[src/rtl/mem_io_pkg.sv]
// ---------------------------------------------------------------------------
// mem_io_pkg
// Shared constants for the MEM stage memory-mapped I/O region.
// The I/O region is selected by address bit IO_SEL_BIT. Inside it, the
// register is chosen by the low address byte. Bits [1:0] are ignored because
// every access is a full word.
// ---------------------------------------------------------------------------
package mem_io_pkg;

    localparam int IO_SEL_BIT = 7;

    localparam logic [7:0] ADDR_OUT0 = 8'h80;
    localparam logic [7:0] ADDR_OUT1 = 8'h84;
    localparam logic [7:0] ADDR_OUT2 = 8'h88;
    localparam logic [7:0] ADDR_IN0  = 8'hC0;
    localparam logic [7:0] ADDR_IN1  = 8'hC4;
    localparam logic [7:0] ADDR_CNT  = 8'hC8;

    // Decoded I/O target. Every unmapped address collapses to IO_NONE.
    typedef enum logic [2:0] {
        IO_NONE = 3'd0,
        IO_OUT0 = 3'd1,
        IO_OUT1 = 3'd2,
        IO_OUT2 = 3'd3,
        IO_IN0  = 3'd4,
        IO_IN1  = 3'd5,
        IO_CNT  = 3'd6
    } ioTarget_t;

    // Word-aligned decode of the low address byte. The caller qualifies the
    // result with the region-select bit.
    function automatic ioTarget_t decodeIo(input logic [7:0] addr);
        logic [7:0] wordAddr;
        wordAddr = {addr[7:2], 2'b00};
        case (wordAddr)
            ADDR_OUT0: decodeIo = IO_OUT0;
            ADDR_OUT1: decodeIo = IO_OUT1;
            ADDR_OUT2: decodeIo = IO_OUT2;
            ADDR_IN0:  decodeIo = IO_IN0;
            ADDR_IN1:  decodeIo = IO_IN1;
            ADDR_CNT:  decodeIo = IO_CNT;
            default:   decodeIo = IO_NONE;
        endcase
    endfunction

endpackage

[src/rtl/io_input_sync.sv]
// ---------------------------------------------------------------------------
// io_input_sync
// Two-flop synchronizer for a bus of asynchronous input bits. Each bit is
// synchronized independently. The bus is therefore not coherent while it is
// changing, which is acceptable for slowly changing switch inputs.
// Ports:
//   clock    - destination clock
//   resetn   - synchronous active-low reset; clears both stages
//   async_i  - asynchronous input bus
//   sync_o   - second-stage (synchronized) value
// ---------------------------------------------------------------------------
module io_input_sync #(
    parameter int WIDTH = 32
) (
    input  logic             clock,
    input  logic             resetn,
    input  logic [WIDTH-1:0] async_i,
    output logic [WIDTH-1:0] sync_o
);

    logic [WIDTH-1:0] stage1_q;
    logic [WIDTH-1:0] stage2_q;

    // First stage may go metastable. The second stage gives it a full cycle
    // to resolve before anything downstream looks at it.
    always_ff @(posedge clock) begin
        if (!resetn) begin
            stage1_q <= '0;
            stage2_q <= '0;
        end else begin
            stage1_q <= async_i;
            stage2_q <= stage1_q;
        end
    end

    assign sync_o = stage2_q;

endmodule

[src/rtl/mem_stage_io.sv]
// ---------------------------------------------------------------------------
// mem_stage_io
// MEM stage of the five-stage pipeline. It holds a word-addressed data RAM
// and a small memory-mapped I/O block (three output registers, two
// synchronized input ports and a free-running cycle counter).
// Ports:
//   clock, resetn       - stage clock, synchronous active-low reset
//   malu                - byte address from EXE/MEM (bit 7 selects I/O)
//   mb                  - store data from EXE/MEM
//   mwmem               - store enable from EXE/MEM
//   in_port0, in_port1  - asynchronous external inputs
//   mmo                 - combinational load data to MEM/WB
//   out_port0..2        - output port registers
// ---------------------------------------------------------------------------
module mem_stage_io
    import mem_io_pkg::*;
#(
    parameter int RAM_WORDS = 32
) (
    input  logic        clock,
    input  logic        resetn,
    input  logic [31:0] malu,
    input  logic [31:0] mb,
    input  logic        mwmem,
    input  logic [31:0] in_port0,
    input  logic [31:0] in_port1,
    output logic [31:0] mmo,
    output logic [31:0] out_port0,
    output logic [31:0] out_port1,
    output logic [31:0] out_port2
);

    localparam int AW = (RAM_WORDS > 1) ? $clog2(RAM_WORDS) : 1;

    logic [31:0] ram [RAM_WORDS];

    logic          ioSel;
    ioTarget_t     ioTarget;
    logic [AW-1:0] ramAddr;
    logic          ramWrite;
    logic          ioWrite;

    logic [31:0] outPort0_q, outPort0_d;
    logic [31:0] outPort1_q, outPort1_d;
    logic [31:0] outPort2_q, outPort2_d;
    logic [31:0] counter_q,  counter_d;

    logic [31:0] inSync0;
    logic [31:0] inSync1;

    // Address decode. The RAM index wraps modulo the RAM depth, so RAM words
    // alias through the whole RAM half of the low byte. High address bits
    // play no part in the decode.
    always_comb begin
        ioSel    = malu[IO_SEL_BIT];
        ioTarget = ioSel ? decodeIo(malu[7:0]) : IO_NONE;
        ramAddr  = AW'(malu[6:2]) & AW'(RAM_WORDS - 1);
        ramWrite = resetn && mwmem && !ioSel;
        ioWrite  = resetn && mwmem && ioSel;
    end

    io_input_sync #(.WIDTH(32)) uSync0 (
        .clock  (clock),
        .resetn (resetn),
        .async_i(in_port0),
        .sync_o (inSync0)
    );

    io_input_sync #(.WIDTH(32)) uSync1 (
        .clock  (clock),
        .resetn (resetn),
        .async_i(in_port1),
        .sync_o (inSync1)
    );

    // Data RAM: synchronous write, asynchronous read. It has no reset, so its
    // contents survive a mid-run reset. The write is gated by resetn so that
    // a store in a reset cycle is dropped.
    always_ff @(posedge clock) begin
        if (ramWrite) begin
            ram[ramAddr] <= mb;
        end
    end

    // Next state for the I/O registers. A store to the counter address takes
    // priority over the free-running increment.
    always_comb begin
        outPort0_d = outPort0_q;
        outPort1_d = outPort1_q;
        outPort2_d = outPort2_q;
        counter_d  = counter_q + 32'd1;
        if (ioWrite) begin
            case (ioTarget)
                IO_OUT0: outPort0_d = mb;
                IO_OUT1: outPort1_d = mb;
                IO_OUT2: outPort2_d = mb;
                IO_CNT:  counter_d  = mb;
                default: ;
            endcase
        end
    end

    // I/O state registers. Reset takes precedence over any store in the
    // same cycle.
    always_ff @(posedge clock) begin
        if (!resetn) begin
            outPort0_q <= '0;
            outPort1_q <= '0;
            outPort2_q <= '0;
            counter_q  <= '0;
        end else begin
            outPort0_q <= outPort0_d;
            outPort1_q <= outPort1_d;
            outPort2_q <= outPort2_d;
            counter_q  <= counter_d;
        end
    end

    // Load path: purely combinational from the address. Reads see the
    // pre-store value, which gives read-before-write in the store cycle.
    always_comb begin
        mmo = 32'h0;
        if (!ioSel) begin
            mmo = ram[ramAddr];
        end else begin
            case (ioTarget)
                IO_OUT0: mmo = outPort0_q;
                IO_OUT1: mmo = outPort1_q;
                IO_OUT2: mmo = outPort2_q;
                IO_IN0:  mmo = inSync0;
                IO_IN1:  mmo = inSync1;
                IO_CNT:  mmo = counter_q;
                default: mmo = 32'h0;
            endcase
        end
    end

    assign out_port0 = outPort0_q;
    assign out_port1 = outPort1_q;
    assign out_port2 = outPort2_q;

endmodule
[config.mk]
export PLATFORM = sky130hd
export DESIGN_NAME = mem_stage_io
export DESIGN_NICKNAME = d
export VERILOG_FILES = /design/src/rtl/mem_io_pkg.sv /design/src/rtl/io_input_sync.sv /design/src/rtl/mem_stage_io.sv
export SDC_FILE = /design/constraint.sdc
export NUM_CORES = 1
export LEC_CHECK = 0
export CORE_ASPECT_RATIO = 0.75
export CORE_UTILIZATION = 50
export CTS_BUF_LIST = sky130_fd_sc_hd__clkbuf_8 sky130_fd_sc_hd__clkbuf_16
export DETAILED_ROUTE_END_ITERATION = 12
export PLACE_DENSITY = 0.68
export SLEW_MARGIN = 10
export SYNTH_ARGS = -nofsm -noshare
export SYNTH_HDL_FRONTEND = slang
export SYNTH_SLANG_ARGS = --single-unit
[constraint.sdc]
create_clock -name clock -period 13.3 [get_ports clock]
set_clock_uncertainty 0.1 [all_clocks]
set_input_delay 1.995 -clock clock [delete_from_list [all_inputs] [get_ports clock]]
set_output_delay 1.995 -clock clock [all_outputs]
set_load 0.02 [all_outputs]
Yosys cells after proc, flatten, opt, wreduce, memory -nomap -nowiden:

Memories as Yosys holds them, arrays and structs flattened.
Cells that the tools add are included.

* word-level logic and storage cells: 37
* memories: 1
* input bits: 131
* memory bits (writable): 1024
* register bits after elaboration: 256
* output and inout bits: 128

Memory list
* ram: depth 32, bits a word 32, rd ports 1, clocked after Yosys merged registers in 0, write ports 1, line mem_stage_io.sv:35 `logic [31:0] ram [RAM_WORDS];`

* muxes and demuxes: 8
* add/sub/neg operators: 1
* equality and inequality tests: 12
* reduce and logical (&&, ||, !) cells: 7

Operators by type and width (number)
* 32-bit one-hot mux with 6 select lines: 1
* 32-bit 2-to-1 mux: 3
* 6-bit equality test, second input constant: 6
* 32-bit by 1-bit adder with 32-bit output, second input constant: 1
* 3-bit one-hot mux with 6 select lines: 1
* 3-bit equality test, second input constant: 3
* 3-bit by 2-bit equality test with 1-bit output, second input constant: 2
* 2-bit AND reduction: 3
* 3-bit by 1-bit equality test with 1-bit output, second input constant: 1
* 1-bit logical AND: 3
* 3-bit 2-to-1 mux: 1
* 1-bit 2-to-1 mux: 2
* 1-bit logical NOT: 1

Longest topological paths before layout:

* depth in word-level cells: 6
* depth in mapped cells: 9
* gate-level depth less buffers: 5

By module:

Synthesis repeated with hierarchy kept, for this count alone.

* cell total of the unflattened synthesis: 3132
* area, all modules: 48854.4 µm²

Modules (own cells, without submodules)
* mem_stage_io: cells an instance 2864, seq. area each 33311.9 µm², area an instance 45270.9 µm², instances 1
* io_input_sync: cells an instance 134, seq. area each 1281.2 µm², area an instance 1791.7 µm², instances 2

Worst setup path after synthesis:

No wires, ideal clock.

* path kind: input port to flip-flop
* start point: in malu[2]
* end point: mem ram[23][0], enable pin
* slack: 7.556 ns
* path buffers: 4
* cell stages on the path: 6
* data arrival time: 5.183 ns
* data required time: 12.739 ns
* library setup time: 0.461 ns
* path through: buf_4 > buf_6 > buf_2 > buf_2 > nand3_1 > nor3_1

RTL lines
* start: declaration: line mem_stage_io.sv:22 `input logic [31:0] malu,`
* end: declaration: line mem_stage_io.sv:35

Straight into the memory's write port.

Worst setup path after layout:

* start point: in malu[4]
* end point: out mmo[22]

* cells in the longest elaborated chain, start to end: 6
* elaborated cells on any way between the ends: 17
* those cells by class: 12 x eq/ne; 4 x mux; 1 x memory

Ends and longest elaborated chain
* 6-bit equality test: line mem_io_pkg.sv:35 `case (wordAddr)`
* 3-bit one-hot mux with 6 select lines: line mem_io_pkg.sv:35
* 3-bit 2-to-1 mux: line mem_stage_io.sv:56 `ioTarget = ioSel ? decodeIo(malu[7:0]) : IO_NONE;`
* 3-bit equality test (tied with other cells): line mem_stage_io.sv:126 `case (ioTarget)`
* 32-bit one-hot mux with 6 select lines: line mem_stage_io.sv:126
* 32-bit 2-to-1 mux (*): line mem_stage_io.sv:123 `if (!ioSel) begin`
* end: declaration: line mem_stage_io.sv:27 `output logic [31:0] mmo,`

Every way passes the cells marked *; elsewhere a longest branch is shown, timed or not.

==> impl_metrics.toml <==
[status]
outcome = "finished, final reports clean"

[final_layout]
fillCellCount = 7277
nNetsFinal = 3495
antenna_cells_inserted = 0
leading_cell_type_in_the_layout_fill_and_taps_excluded = "sky130_fd_sc_hd__edfxtp_1"
multi_input_comb_area_sq_um = 12000
layout_common_cells = "1,024 x sky130_fd_sc_hd__edfxtp_1, 514 x sky130_fd_sc_hd__mux2i_1, 256 x sky130_fd_sc_hd__o22ai_1, 256 x sky130_fd_sc_hd__dfxtp_1, 215 x sky130_fd_sc_hd__clkdlybuf4s50_1"
post_route_cells_drive_above_1_share = 0.0928
finish.cell_count_without_fillers = 4758
area_growth_pct = 15.3
layout.area.seq_sq_um = 35900

[synth]
synth-async-reset-ratio = 0
synthesis.instances = 3144
synth_edf_count = 1024
synthDistinctLibCells = 48
synthesis.nets = 3276
mappedNetlistArea_sq_um = 48700
yosys_warnings = 0
ys.flop_type = "sky130_fd_sc_hd__edfxtp_1"
yosys_register_bits = 1280
post_synth.cell_area_avg_sq_um = 15.5
proportion_of_synthesized_chip_area_in_sequential_cells = 0.737

[setup_path]
cp_max_fo = 25
worst_setup_path_start_kind = "input pin"
worst_setup_path_end_kind = "output port"
critical_path_class = "in2out"
arrival_ns = 6.61
worstPathRequired_ns = 11.20

[die]
dieHeight_microns = 272
core_area_sq_um = 95900
io_pins = 259
floorplan.rows = 98
floorplan.die.width_microns = 362
die_area_sq_um = 98600
start_util = 0.508

[clock_network]
clk-insertion-delay-late_ns = 0.71
cts_inserted_buffers = 113
cts.htree.levels = 3
postCtsSetupRepairBufs = 0
cts.hold.buffers_added = 0
tritoncts_num_sinks = 1280
tritoncts = "done"
cts.clk_slew.worst_paths_ns = 0.07
library_cell_used_as_clock_root_buffer = "sky130_fd_sc_hd__clkbuf_16"
ctsResizeCount = 0
clock_path_buffers = 3

[global_route]
grt.total_usage = 0.278
grt_max_degree = 122
grt_pass1_vias = 28400
grt_remaining_overflow = 0
grt_pass1_wl_microns = 197000
antenna_violations_before_repair = 3

[sta]
slew-limit-headroom = 0.134
final_min_period_over_clock_period = 0.654
max_freq_mhz = 115
final.setup.tns_ns = 0
fin_ws_ns = 4.60
period_minus_slack_ns = 8.70
timing.final.setup_violations = 0
worst_slew_pin_slew_ns = 1.29
report.final.hold_viol_count = 0
slew_viol_final = 0
rsz0062_at_grt = "no"

[detailed_routing]
detail_route.wirelength_microns = 139000
wire_per_inst_microns = 29.3
final_antenna_net_count = 0
drcViolationCount = 0
route.vias.total = 29600
vias_per_cell = 6.22
detailedRoute.firstIterationViolations = 4349
drt_first_pass_iters = 6

[flow_run]
max_cap_violations = 0

[placed_design]
pre_cts_ws_ns = 4.79
port_buffers = 232
placed_cells_incl_taps = 4548
gp_routability_congestion = 0.928
hpwlAfterDp_microns = 80600

[pwr]
vdd.ir_drop.worst_v = 0.000122
areal_power_density_over_the_cells_nw_per_um2 = 142
p_leak_uw = 0.0191

[min_path]
timing.hold.worst.class = "reg2reg"
-- layout make-up --
type / instances / share of cell area
tap: 1300 / 0.0290
clock inverter: 84 / 0.0107
clock buffer: 126 / 0.0546
inverter: 5 / 0.000334
timing repair buffer: 318 / 0.0520
multi-input combinational: 1645 / 0.214
sequential: 1280 / 0.639
-- state kept, by name (all words and copies together), names as in the netlist --
signal,count
out_port0,32
ram,1024
uSync1.sync_o,32
out_port2,32
uSync1.stage1_q,32
out_port1,32
uSync0.stage1_q,32
counter_q,32
uSync0.sync_o,32
-- metrics by stage --
step                hold WS (ns)  total power [uW]   util  instance area (sq um)
floorplan                  0.312              4630      -                  48700
global placement           0.317              4810  0.548                  52500
detailed placement         0.317              4820  0.548                  52500
CTS                        0.333              7990  0.586                  56200
global route               0.346              8170  0.585                  56100
finish                     0.332              7970  0.585                  56100
-- routing by layer --
| layer | GRT usage | share of wire | vias to the layer above |
|---|---|---|---|
| li1 | - | - | 12600 |
| met1 | 0.402 | 0.41 | 15100 |
| met2 | 0.425 | 0.45 | 1677 |
| met3 | 0.0614 | 0.11 | 204 |
| met4 | 0.0751 | 0.026 | 6 |
| met5 | 0 | 0.00030 | - |
-- path summary, 6_finish.rpt --
kind,startpoint,slack (ns),endpoint,cells past startpoint
worst min register to register,uSync1.stage1_q[25],0.33,uSync1.sync_o[25],1
worst max-delay path,malu[4],4.60,mmo[22],8
worst max register to register,counter_q[0],10.38,counter_q[30],5
worst min-delay path,uSync1.stage1_q[25],0.33,uSync1.sync_o[25],1
-- where the power goes --
part | leakage, uW | internal [uW] | switching, uW
Sequential | 0.0113 | 4350 | 9.94
Combinational | 0.00591 | 136 | 237
Clock | 0.00188 | 1800 | 1440
-- cells by family (layout without fill, tap and decap cells) --
group / after synthesis / after routing / synth area share
AO/OA/AOI/OAI: 535 / 535 / 0.0671
XOR/XNOR: 28 / 28 / 0.00504
adder cells (fa/ha/maj): 1 / 1 / 0.000257
buffers and inverters: 219 / 533 / 0.0219
flip-flops: 1280 / 1280 / 0.737
multiplexers: 514 / 514 / 0.106
AND/OR/NAND/NOR: 567 / 567 / 0.0631
-- Yosys cell counts (all sizes together) (15+ instances only) --
cell       n  area, sq um
o22ai    256         1600
mux2i    514         5140
edfxtp  1024        30700
o21ai     23          115
nor2      44          165
and2     135          845
dfxtp    256         5120
nand2    212          798
a22oi     96          721
nand3     15         75.1
clkbuf    87          328
a21oi    150          751
buf      127          719
nor4      71          457
nand4b    36          322
xor2      15          131
-- critical path, cell delays in order --
cell and delay [ns]:
sky130_fd_sc_hd__clkdlybuf4s50_1 1.17, sky130_fd_sc_hd__nand4bb_2 0.70, sky130_fd_sc_hd__buf_4 0.50, sky130_fd_sc_hd__o22ai_1 0.19, sky130_fd_sc_hd__nor4_1 0.69, sky130_fd_sc_hd__a21oi_1 0.38
sky130_fd_sc_hd__nand4b_1 0.33, sky130_fd_sc_hd__clkdlybuf4s50_1 0.60
No activity file was read; power rests on OpenSTA's default activity.
